$ cat src/rtl/addsub_serial.sv
// Nibble-serial saturating add/subtract: one 4-bit adder slice reused over
// NIBBLES cycles behind a start/done handshake, with 16-bit or per-nibble saturation.
module addsub_serial #(
  parameter int NIBBLES = 4
) (
  input  logic                 clk,
  input  logic                 rst_n,
  input  logic                 start,
  input  logic                 padd,
  input  logic                 sub,
  input  logic [4*NIBBLES-1:0] a,
  input  logic [4*NIBBLES-1:0] b,
  output logic                 busy,
  output logic                 done,
  output logic [4*NIBBLES-1:0] s,
  output logic                 ovfl,
  output logic                 cout
);
  localparam int W     = 4 * NIBBLES;
  localparam int IDX_W = (NIBBLES > 1) ? $clog2(NIBBLES) : 1;

  typedef enum logic [1:0] {IDLE, RUN, DONE} state_t;

  state_t               state, state_nxt;
  logic [W-1:0]         a_r, b_r, res;
  logic                 padd_r, sub_r, carry;
  logic [IDX_W-1:0]     idx;
  logic [NIBBLES-1:0]   ovf_nib;
  logic [3:0]           a_nib, b_nib;
  logic                 cin, ovf_cur;
  logic [4:0]           sum;
  logic [3:0]           low;

  // Overflow direction follows operand a's sign: overflow implies both signs agree.
  function automatic logic [W-1:0] saturate(input logic [W-1:0]       raw,
                                            input logic [W-1:0]       op_a,
                                            input logic [NIBBLES-1:0] ovf,
                                            input logic               pmode);
    logic [W-1:0] r;
    r = raw;
    if (pmode) begin
      for (int k = 0; k < NIBBLES; k++)
        if (ovf[k]) r[4*k +: 4] = op_a[4*k+3] ? 4'h8 : 4'h7;
    end else if (ovf[NIBBLES-1]) begin
      r = op_a[W-1] ? {1'b1, {(W-1){1'b0}}} : {1'b0, {(W-1){1'b1}}};
    end
    return r;
  endfunction

  assign a_nib   = a_r[4*int'(idx) +: 4];
  assign b_nib   = b_r[4*int'(idx) +: 4];
  assign cin     = padd_r ? sub_r : carry;
  assign sum     = {1'b0, a_nib} + {1'b0, b_nib} + {4'b0, cin};
  assign low     = {1'b0, a_nib[2:0]} + {1'b0, b_nib[2:0]} + {3'b0, cin};
  assign ovf_cur = low[3] ^ sum[4];

  always_ff @(posedge clk) begin
    if (!rst_n) state <= IDLE;
    else        state <= state_nxt;
  end

  always_comb begin
    state_nxt = state;
    case (state)
      IDLE:    if (start) state_nxt = RUN;
      RUN:     if (idx == IDX_W'(NIBBLES - 1)) state_nxt = DONE;
      DONE:    state_nxt = IDLE;
      default: state_nxt = IDLE;
    endcase
  end

  always_comb begin
    busy = (state != IDLE);
  end

  // Operand latch, nibble slice and result commit
  always_ff @(posedge clk) begin
    if (!rst_n) begin
      idx     <= '0;
      carry   <= 1'b0;
      ovf_nib <= '0;
      done    <= 1'b0;
      s       <= '0;
      ovfl    <= 1'b0;
      cout    <= 1'b0;
    end else begin
      done <= (state == DONE);
      case (state)
        IDLE: if (start) begin
          a_r    <= a;
          b_r    <= b ^ {W{sub}};
          padd_r <= padd;
          sub_r  <= sub;
          idx    <= '0;
          carry  <= sub;
        end
        RUN: begin
          res     <= {sum[3:0], res[W-1:4]};
          ovf_nib <= {ovf_cur, ovf_nib[NIBBLES-1:1]};
          carry   <= sum[4];
          idx     <= idx + 1'b1;
        end
        DONE: begin
          s    <= saturate(res, a_r, ovf_nib, padd_r);
          ovfl <= padd_r ? |ovf_nib : ovf_nib[NIBBLES-1];
          cout <= carry;
        end
        default: ;
      endcase
    end
  end
endmodule

$ cat config.mk
export PLATFORM = sky130hd
export DESIGN_NAME = addsub_serial
export DESIGN_NICKNAME = d
export VERILOG_FILES = /design/src/rtl/addsub_serial.sv
export SDC_FILE = /design/constraint.sdc
export NUM_CORES = 1
export LEC_CHECK = 0
export ABC_CLOCK_PERIOD_IN_PS = 5570
export CORE_MARGIN = 5
export CORE_UTILIZATION = 40
export CTS_CLUSTER_SIZE = 25
export DETAILED_ROUTE_END_ITERATION = 16
export PLACE_DENSITY = 0.72
export SLEW_MARGIN = 10
export SYNTH_ARGS = -nofsm -noshare
export SYNTH_HDL_FRONTEND = slang
export SYNTH_SLANG_ARGS = --single-unit
$ cat constraint.sdc
create_clock -name clk -period 5.57 [get_ports clk]
set_input_delay 1.114 -clock clk [delete_from_list [all_inputs] [get_ports clk]]
set_output_delay 1.114 -clock clk [all_outputs]
set_load 0.01 [all_outputs]
==> results of run 1 <==
[cells by family (layout without fill, tap and decap cells)]
logic type | Yosys count | in the layout
XOR/XNOR | 18 | 18
buffers and inverters | 24 | 78
multiplexers | 12 | 12
AO/OA/AOI/OAI | 70 | 70
adder cells (fa/ha/maj) | 6 | 6
flip-flops | 78 | 78
AND/OR/NAND/NOR | 43 | 43
[state kept, by name, summed over array words and instances (netlist names)]
register	count
a_r	16
b_r	16
carry	1
cout	1
done	1
idx	2
ovf_nib	4
ovfl	1
padd_r	1
res	16
s	16
state	2
sub_r	1
[worst paths after layout]
path,from,end,slack [ns],depth (start not counted)
setup / recovery,rst_n,res[13],2.66,2
hold / removal,res[14],res[10],0.47,0
setup reg to reg,idx[0],carry,2.83,9
hold reg to reg,res[14],res[10],0.47,0
[area by class of cell]
cell class | count | area [um2]
Clock buffer | 10 | 127.6
Clock inverter | 6 | 38.79
Fill cell | 727 | 4075
Inverter | 4 | 15.01
Multi-Input combinational cell | 149 | 1191
Sequential cell | 78 | 2062
Tap cell | 105 | 131.4
Timing Repair Buffer | 58 | 575.6
[through the flow]
stage               worst slack, ns  power [mW]  utilization
CTS                           2.652       1.148       0.5040
finish                        2.661       1.133       0.5040
floorplan                     2.895      0.7445            -
global route                  2.528       1.188       0.5040
detailed placement            2.288      0.7912       0.4838
global placement              2.354      0.7862       0.4838
[power groups by stage]
stage                     registers [mW]  logic [mW]  clock network, mW
after CTS                          0.664       0.116              0.368
after global routing               0.667       0.128              0.393
after detailed placement           0.677       0.114                  0
after global placement             0.675       0.111                  0
final                              0.664       0.114              0.356
after floorplan                    0.663      0.0819                  0
[cell usage after synthesis, drive strengths merged (2+ instances only)]
master,n
a21boi,5
a21oi,6
a31oi,4
and2,4
buf,15
clkbuf,5
dfxtp,28
edfxtp,50
fa,2
ha,4
inv,4
mux2,3
mux4,8
nand2,19
nand2b,6
nand3,2
nor2,3
nor2b,4
o211a,12
o211ai,22
o21ai,18
xor2,18
[per-layer routing]
layer  share of wire  routed length (um)  global-route usage
met1            0.43                2664              0.1622
met2            0.49                3050              0.2203
met3           0.065                 406             0.05119
met4           0.014                  89             0.03835
met5               0                   0                   0
==> metrics, run 1 <==
global-route wire length before repair about 10 mm; Clock Root Buffer clkbuf_8; synth warn 0; cell taking the most area after synthesis edfxtp_1; Max Cap Viol 0; WS Path Type in2reg; CP startpoint kind input pin; Max VDD drop between 0.15 and 0.2 mV; Worst EP arrival 2.88 ns; sw power 0.2693 mW; Iter 0 DRT Violations 90; Avg WL per Cell about 15 um; worst-skew pair later-pin latency about 0.35 ns; worst path cell trace clkdlybuf4s50_1 -> and2_1; TNS Setup 0 ns; initial antenna violation count 0; final setup fails 0; area grow syn2layout 22.64%; Sw Ratio 0.2376; Leak Pwr ~1.5 nW; Setup Fix Bufs, Post-CTS 0; CTS resizes 0; Final Hold Viols 0; Vias/cell roughly 5; Post-Place Cells roughly 400; status completed; CTS Buf Count 9; Worst path slowest cell clkdlybuf4s50_1; Final Cycle Share 0.5223; num rows 33; clock-pin slew on the worst setup and hold paths approximately 0.08 ns; commonest non-fill, non-tap cell in the layout clkdlybuf4s50_1; Final Instance Count excl. Fillers 410; Required @ worst endpoint between 5 and 6 ns; final WL 6.209 mm; sequential area share after synthesis 0.6106; total grt overflow 0; Int Power 0.8641 mW; unrepaired setup endpoints after global routing false; Primary FF master, synth edfxtp_1; dominant cells by area after synthesis edfxtp_1 (44%), dfxtp_1 (17%), mux4_2 (5.3%); max incr delay on CP 1.06 ns; type of the worst min-delay path reg2reg; Worst Tran Pin Value 0.9221 ns; Final Skew roughly 0.011 ns; DR pass1 iterations 4; fmax between 0.3 and 0.4 GHz; Final Max Tran Viols 0; asr flop ratio synth 0; multiplexer share of the synthesized area 0.06632; largest family of logic cells by synthesized area compound AO/OA/AOI/OAI gates; flops & latches, synth 78; I/O pins 57; design area about 4100 um2; fin nets 343; core region area about 8200 um2; Post-route DRC 0; DIE WIDTH around 100 um; clock power share 0.314; Post-synth EDFFs 50; Mean Syn Cell Area approximately 13 um2; complex-gate fraction of the synthesized area 0.1475; die area ~10000 um2; top-area cell type share of the netlist area 0.4446; delay-heaviest family, CP buffers and inverters; initial core utilization 0.4110; Synth Instances roughly 250; Synth cell types 35; All-Layer GR Usage 0.1327; Post-Synth XOR/XNOR Area 0.04668; via count 2102; post-synthesis adder-cell area fraction 0.02668; PwrDens between 200 and 300 nW/um2; DP HPWL 4.377 mm; Placed Area approximately 4000 um2; Tmin final 2.909 ns; synthesized-area fraction occupied by and/or/nand/nor cells 0.06484; largest net degree at the start of global routing 36; clock sink count 78; Post-Syn Area 3377 um2; minimum hold slack around 0.47 ns; synthesized net count 294; H-tree depth 3; IO Port Bufs 56; CTS tree yes; Reg power frac 0.585; GPL Wtd Cong 0.8121; Post-DRT Antenna Nets 0; Max Root-Sink Buffers 2; Die H approximately 100 um; CP max FO 30; share of layout cells above drive strength 1 0.09180; Buf/Inv on CP 1; commonest non-fill, non-tap cells in the layout clkdlybuf4s50_1 (56), edfxtp_1 (50), dfxtp_1 (28), o211ai_1 (22), nand2_1 (19); Slew headroom 0.3834; Comb power frac 0.100; n_diodes 0; critical path endpoint category flip-flop; vias in the first global route ~2200; CTS Hold Buffers Added 0
Power figures use the tool's default switching activity.
==> run 2, diff against run 1 <==
--- a/config.mk
+++ b/config.mk
@@ -5,7 +5,7 @@
 export SDC_FILE = /design/constraint.sdc
 export NUM_CORES = 1
 export LEC_CHECK = 0
-export ABC_CLOCK_PERIOD_IN_PS = 5570
+export ABC_CLOCK_PERIOD_IN_PS = 2970
 export CORE_MARGIN = 5
 export CORE_UTILIZATION = 40
 export CTS_CLUSTER_SIZE = 25
==> constraint.sdc (replaced) <==
create_clock -name clk -period 2.97 [get_ports clk]
set_input_delay 0.594 -clock clk [delete_from_list [all_inputs] [get_ports clk]]
set_output_delay 0.594 -clock clk [all_outputs]
set_load 0.01 [all_outputs]
==> metrics, run 2 (synthesis gave the netlist of run 1 again) <==
status completed; All-Layer GR Usage 0.1330; Final Hold Viols 0; vias in the first global route roughly 2200; Max Cap Viol 0; global-route wire length before repair approximately 10 mm; share of layout cells above drive strength 1 0.1090; H-tree depth 3; Leak Pwr 1.592 nW; clock power share 0.337; via count approximately 2100; worst-skew pair later-pin latency 0.34 ns; initial antenna violation count 0; CTS Hold Buffers Added 0; fin nets 350; worst r2r path cells 9; DIE WIDTH ~100 um; minimum hold slack between 0.4 and 0.5 ns; largest net degree at the start of global routing 36; sw power 0.5039 mW; commonest non-fill, non-tap cell in the layout clkdlybuf4s50_1; HP Start s[14]; Iter 0 DRT Violations 53; Slew headroom 0.5040; total grt overflow 0; Required @ worst endpoint 3.21 ns; CTS resizes 0; CP startpoint kind flip-flop; Buf/Inv on CP 2; Die H approximately 100 um; Tmin final roughly 2.5 ns; clock sink count just under 80; Setup Fix Bufs, Post-CTS 0; die area 10380 um2; CTS Buf Count 9; Reg power frac 0.555; Worst path slowest cell dfxtp_1; n_diodes 0; I/O pins 57; Max Root-Sink Buffers 2; commonest non-fill, non-tap cells in the layout clkdlybuf4s50_1 (56), edfxtp_1 (50), dfxtp_1 (28), o211ai_1 (22), nand2_1 (19); num rows 33; Post-DRT Antenna Nets 0; fill count 743; type of the worst min-delay path reg2reg; Max VDD drop 0.2438 mV; CP max FO 8; Clock Root Buffer clkbuf_8; TNS Setup 0 ns; WS Path Type reg2reg; DR pass1 iterations 4; Worst R2R Setup Slack between 0.5 and 0.6 ns; max incr delay on CP roughly 0.58 ns; unrepaired setup endpoints after global routing false; initial core utilization 0.4110; fmax a little over 0.4 GHz; Worst EP arrival 2.70 ns; Sw Ratio 0.2271; DP HPWL 4.664 mm; WHS Path Cells 2; Final Max Tran Viols 0; GPL Wtd Cong between 0.8 and 0.9; Final Cycle Share 0.8295; RR Endpoint carry; CTS tree yes; area grow syn2layout 25.01%; Int Power between 1.5 and 2 mW; reg2reg start idx[0]; Post-route DRC 0; final WL 6.343 mm; hold worst-path end s[14]; final setup fails 0; delay-heaviest family, CP adder cells; core region area 8217 um2; IO Port Bufs 56; Worst Tran Pin Value between 0.7 and 0.8 ns; worst path cell trace mux4_2 -> inv_1 -> fa_1 -> inv_1 -> fa_1 -> nand3_1 -> a21oi_1 -> a221oi_2 -> nor2b_1; Avg WL per Cell about 15 um; Comb power frac 0.108; PwrDens 525.6 nW/um2; critical path endpoint category flip-flop; Vias/cell between 5 and 6; Final Skew between 0.009 and 0.01 ns; clock-pin slew on the worst setup and hold paths ~0.070 ns
-- run 2: worst register-to-register path, delay by kind of cell (launching register included) --
family	cells	cell delay, ns
fa+ha+maj	2	0.59
compound gates	2	0.26
simple gates	2	0.21
flops	1	0.58
buf+inv	2	0.15
mux	1	0.55
-- run 2: worst max path at each step --
stage,depth (start not counted),start,end
floorplan,10,idx[0],carry
global placement,9,idx[0],carry
detailed placement,9,idx[0],carry
CTS,9,idx[0],carry
global route,9,idx[0],carry
finish,9,idx[0],carry
-- run 2: final cells by class --
| class | count | area [um2] | share of cell area |
|---|---|---|---|
| flip-flops and latches | 78 | 2062 | 0.4884 |
| multi-input cells | 149 | 1191 | 0.2822 |
| repair buffers | 65 | 640.6 | 0.1517 |
| clock buffers | 11 | 131.4 | 0.03112 |
| well taps | 105 | 131.4 | 0.03112 |
| clock inverters | 5 | 50.05 | 0.01186 |
| inverters | 4 | 15.01 | 0.003557 |
-- run 2: per-stage QoR --
stage / setup WS, ns / cell area [um2] / total power [mW] / utilization / std cells
final: 0.5063 / 4222 / 2.219 / 0.5138 / 417
after global routing: 0.3346 / 4222 / 2.314 / 0.5138 / 417
after CTS: 0.4954 / 4222 / 2.240 / 0.5138 / 417
after detailed placement: 0.5053 / 4040 / 1.499 / 0.4917 / 401
after global placement: 0.5539 / 4040 / 1.490 / 0.4917 / 401
after floorplan: 0.6553 / 3377 / 1.396 / - / 251
-- run 2: metal layers --
layer  vias to the layer above  GRT usage  routed length, um
li1                       1051          -                  -
met1                      1015     0.1593               2793
met2                        58     0.2264               3155
met3                         7    0.03823                349
met4                         0    0.05348                 45
met5                         -          0                  0
-- run 2: power by group through the flow --
| stage | combinational (mW) | sequential, mW | clock [mW] |
|---|---|---|---|
| after floorplan | 0.154 | 1.24 | 0 |
| after global placement | 0.234 | 1.26 | 0 |
| after detailed placement | 0.241 | 1.26 | 0 |
| after CTS | 0.242 | 1.23 | 0.765 |
| after global routing | 0.267 | 1.24 | 0.811 |
| final | 0.240 | 1.23 | 0.747 |
==> run 3, diff against run 2 <==
--- a/config.mk
+++ b/config.mk
@@ -5,12 +5,12 @@
 export SDC_FILE = /design/constraint.sdc
 export NUM_CORES = 1
 export LEC_CHECK = 0
-export ABC_CLOCK_PERIOD_IN_PS = 2970
+export ABC_CLOCK_PERIOD_IN_PS = 2200
 export CORE_MARGIN = 5
 export CORE_UTILIZATION = 40
 export CTS_CLUSTER_SIZE = 25
 export DETAILED_ROUTE_END_ITERATION = 16
-export PLACE_DENSITY = 0.72
+export PLACE_DENSITY = 0.74
 export SLEW_MARGIN = 10
 export SYNTH_ARGS = -nofsm -noshare
 export SYNTH_HDL_FRONTEND = slang
==> constraint.sdc (replaced) <==
create_clock -name clk -period 2.2 [get_ports clk]
set_input_delay 0.44 -clock clk [delete_from_list [all_inputs] [get_ports clk]]
set_output_delay 0.44 -clock clk [all_outputs]
set_load 0.01 [all_outputs]
==> metrics, run 3 (synthesis gave the netlist of run 1 again) <==
Required @ worst endpoint approximately 2.4 ns; Max Cap Viol 0; PwrDens between 600 and 700 nW/um2; DR pass1 iterations 4; Worst path slowest cell mux4_2; Die H about 100 um; WS Path Type reg2reg; Setup WS pre-CTS -0.02156 ns; Post-route DRC 0; Worst Tran Pin Value 0.3846 ns; CTS Hold Buffers Added 0; Slew headroom 0.7430; status completed; Clock Root Buffer clkbuf_8; Worst EP arrival 2.31 ns; Final Max Tran Viols 0; Power, Total a little under 3 mW; initial antenna violation count 0; global-route wire length before repair a little over 10 mm; Final Hold Viols 0; final WL ~6.2 mm; Iter 0 DRT Violations 90; Final Cycle Share 0.9441; Max Root-Sink Buffers 2; commonest non-fill, non-tap cells in the layout clkdlybuf4s50_1 (56), edfxtp_1 (50), dfxtp_1 (27), o211ai_1 (22), nand2_1 (19); worst setup margin between 0.1 and 0.15 ns; max incr delay on CP between 0.5 and 0.6 ns; Final Skew between 0.008 and 0.009 ns; via count approximately 2200; clock sink count 78; All-Layer GR Usage 0.1298; fin nets approximately 350; area grow syn2layout 26.23%; initial core utilization 0.4110; largest net degree at the start of global routing 36; vias in the first global route 2157; fmax ~0.48 GHz; Post-DRT Antenna Nets 0; Comb power frac 0.115; n_diodes 0; clock-pin slew on the worst setup and hold paths around 0.070 ns; fill count about 700; CP startpoint kind flip-flop; commonest non-fill, non-tap cell in the layout clkdlybuf4s50_1; core region area 8217 um2; num rows 33; total grt overflow 0; Avg WL per Cell about 15 um; critical path endpoint category flip-flop; DIE WIDTH 101.9 um; H-tree depth 3; CP max FO 4; Reg power frac 0.558; I/O pins 57; IO Port Bufs 56; Sw Ratio 0.2295; Final Core Density 0.5188; minimum hold slack about 0.46 ns; Leak Pwr ~1.6 nW; CTS Buf Count 9; sw power between 0.6 and 0.7 mW; Max VDD drop around 0.43 mV; worst-skew pair later-pin latency ~0.34 ns; Int Power 2.288 mW; GPL Wtd Cong between 0.8 and 0.9; clock power share 0.327; unrepaired setup endpoints after global routing true; type of the worst min-delay path reg2reg; die area around 10000 um2; CTS tree yes; Tmin final 2.077 ns; DP HPWL around 4.6 mm; Vias/cell a little over 5; final setup fails 0; worst path cell trace mux4_2 -> inv_2 -> fa_1 -> inv_1 -> fa_2 -> nand3_2 -> a21oi_1 -> a221oi_2 -> nor2b_1; share of layout cells above drive strength 1 0.1392
==> run 3: changes by cell type in the layout (fill, tap and decap cells not counted), sizes merged <==
cell | before | now
bufinv | 1 | 0
clkbuf | 11 | 13
clkinvlp | 1 | 0
buf | 9 | 13
==> run 3: power groups by stage <==
stage / clock [mW] / combinational [mW] / sequential (mW)
6_report: 0.971 / 0.340 / 1.66
5_1_grt: 1.06 / 0.382 / 1.66
4_1_cts: 1.00 / 0.341 / 1.66
3_5_place_dp: 0 / 0.340 / 1.69
3_3_place_gp: 0 / 0.331 / 1.69
2_1_floorplan: 0 / 0.212 / 1.68
==> run 3: metal layers <==
layer	up-vias	part of all wire	routed length, um	GRT usage
li1	1062	-	-	-
met1	1041	0.43	2688	0.1538
met2	63	0.48	2997	0.2153
met3	13	0.067	413	0.04778
met4	0	0.015	95	0.05247
met5	-	0	0	0
==> run 3: critical path, delay by kind of cell (launching register included) <==
kind	cells	cell delay, ns
AO/OA/AOI/OAI	2	0.24
AND/OR/NAND/NOR	2	0.16
multiplexers	1	0.51
adder cells (fa/ha/maj)	2	0.54
flip-flops	1	0.38
buffers and inverters	2	0.13
==> run 3: area by class of cell <==
type / count / area (um2) / share of cell area
Multi-Input combinational cell: 149 / 1201 / 0.2818
Inverter: 4 / 15.01 / 0.003522
Clock buffer: 13 / 160.2 / 0.03757
Timing Repair Buffer: 69 / 670.6 / 0.1573
Clock inverter: 3 / 18.77 / 0.004403
Tap cell: 105 / 131.4 / 0.03082
Sequential cell: 78 / 2066 / 0.4846
==> run 3: final timing paths <==
path              startpoint       to  slack [ns]  cells past startpoint
hold / removal       res[15]  res[11]        0.46                      0
setup reg to reg      idx[0]    carry        0.12                      9
setup / recovery      idx[0]    carry        0.12                      9
hold reg to reg      res[15]  res[11]        0.46                      0
==> run 3: stage by stage <==
step	setup TNS, ns	area [um2]	instances
finish	0	4263	421
global route	-0.008114	4263	421
CTS	0	4255	421
detailed placement	-0.02156	4075	405
global placement	0	4075	405
floorplan	0	3388	251
==> run 3: timing repair <==
item                                    CTS  global route
setup buffers                             0             0
endpoints found under the setup margin    2             3
pin swaps                                 0             0
gates resized for setup                   1             4
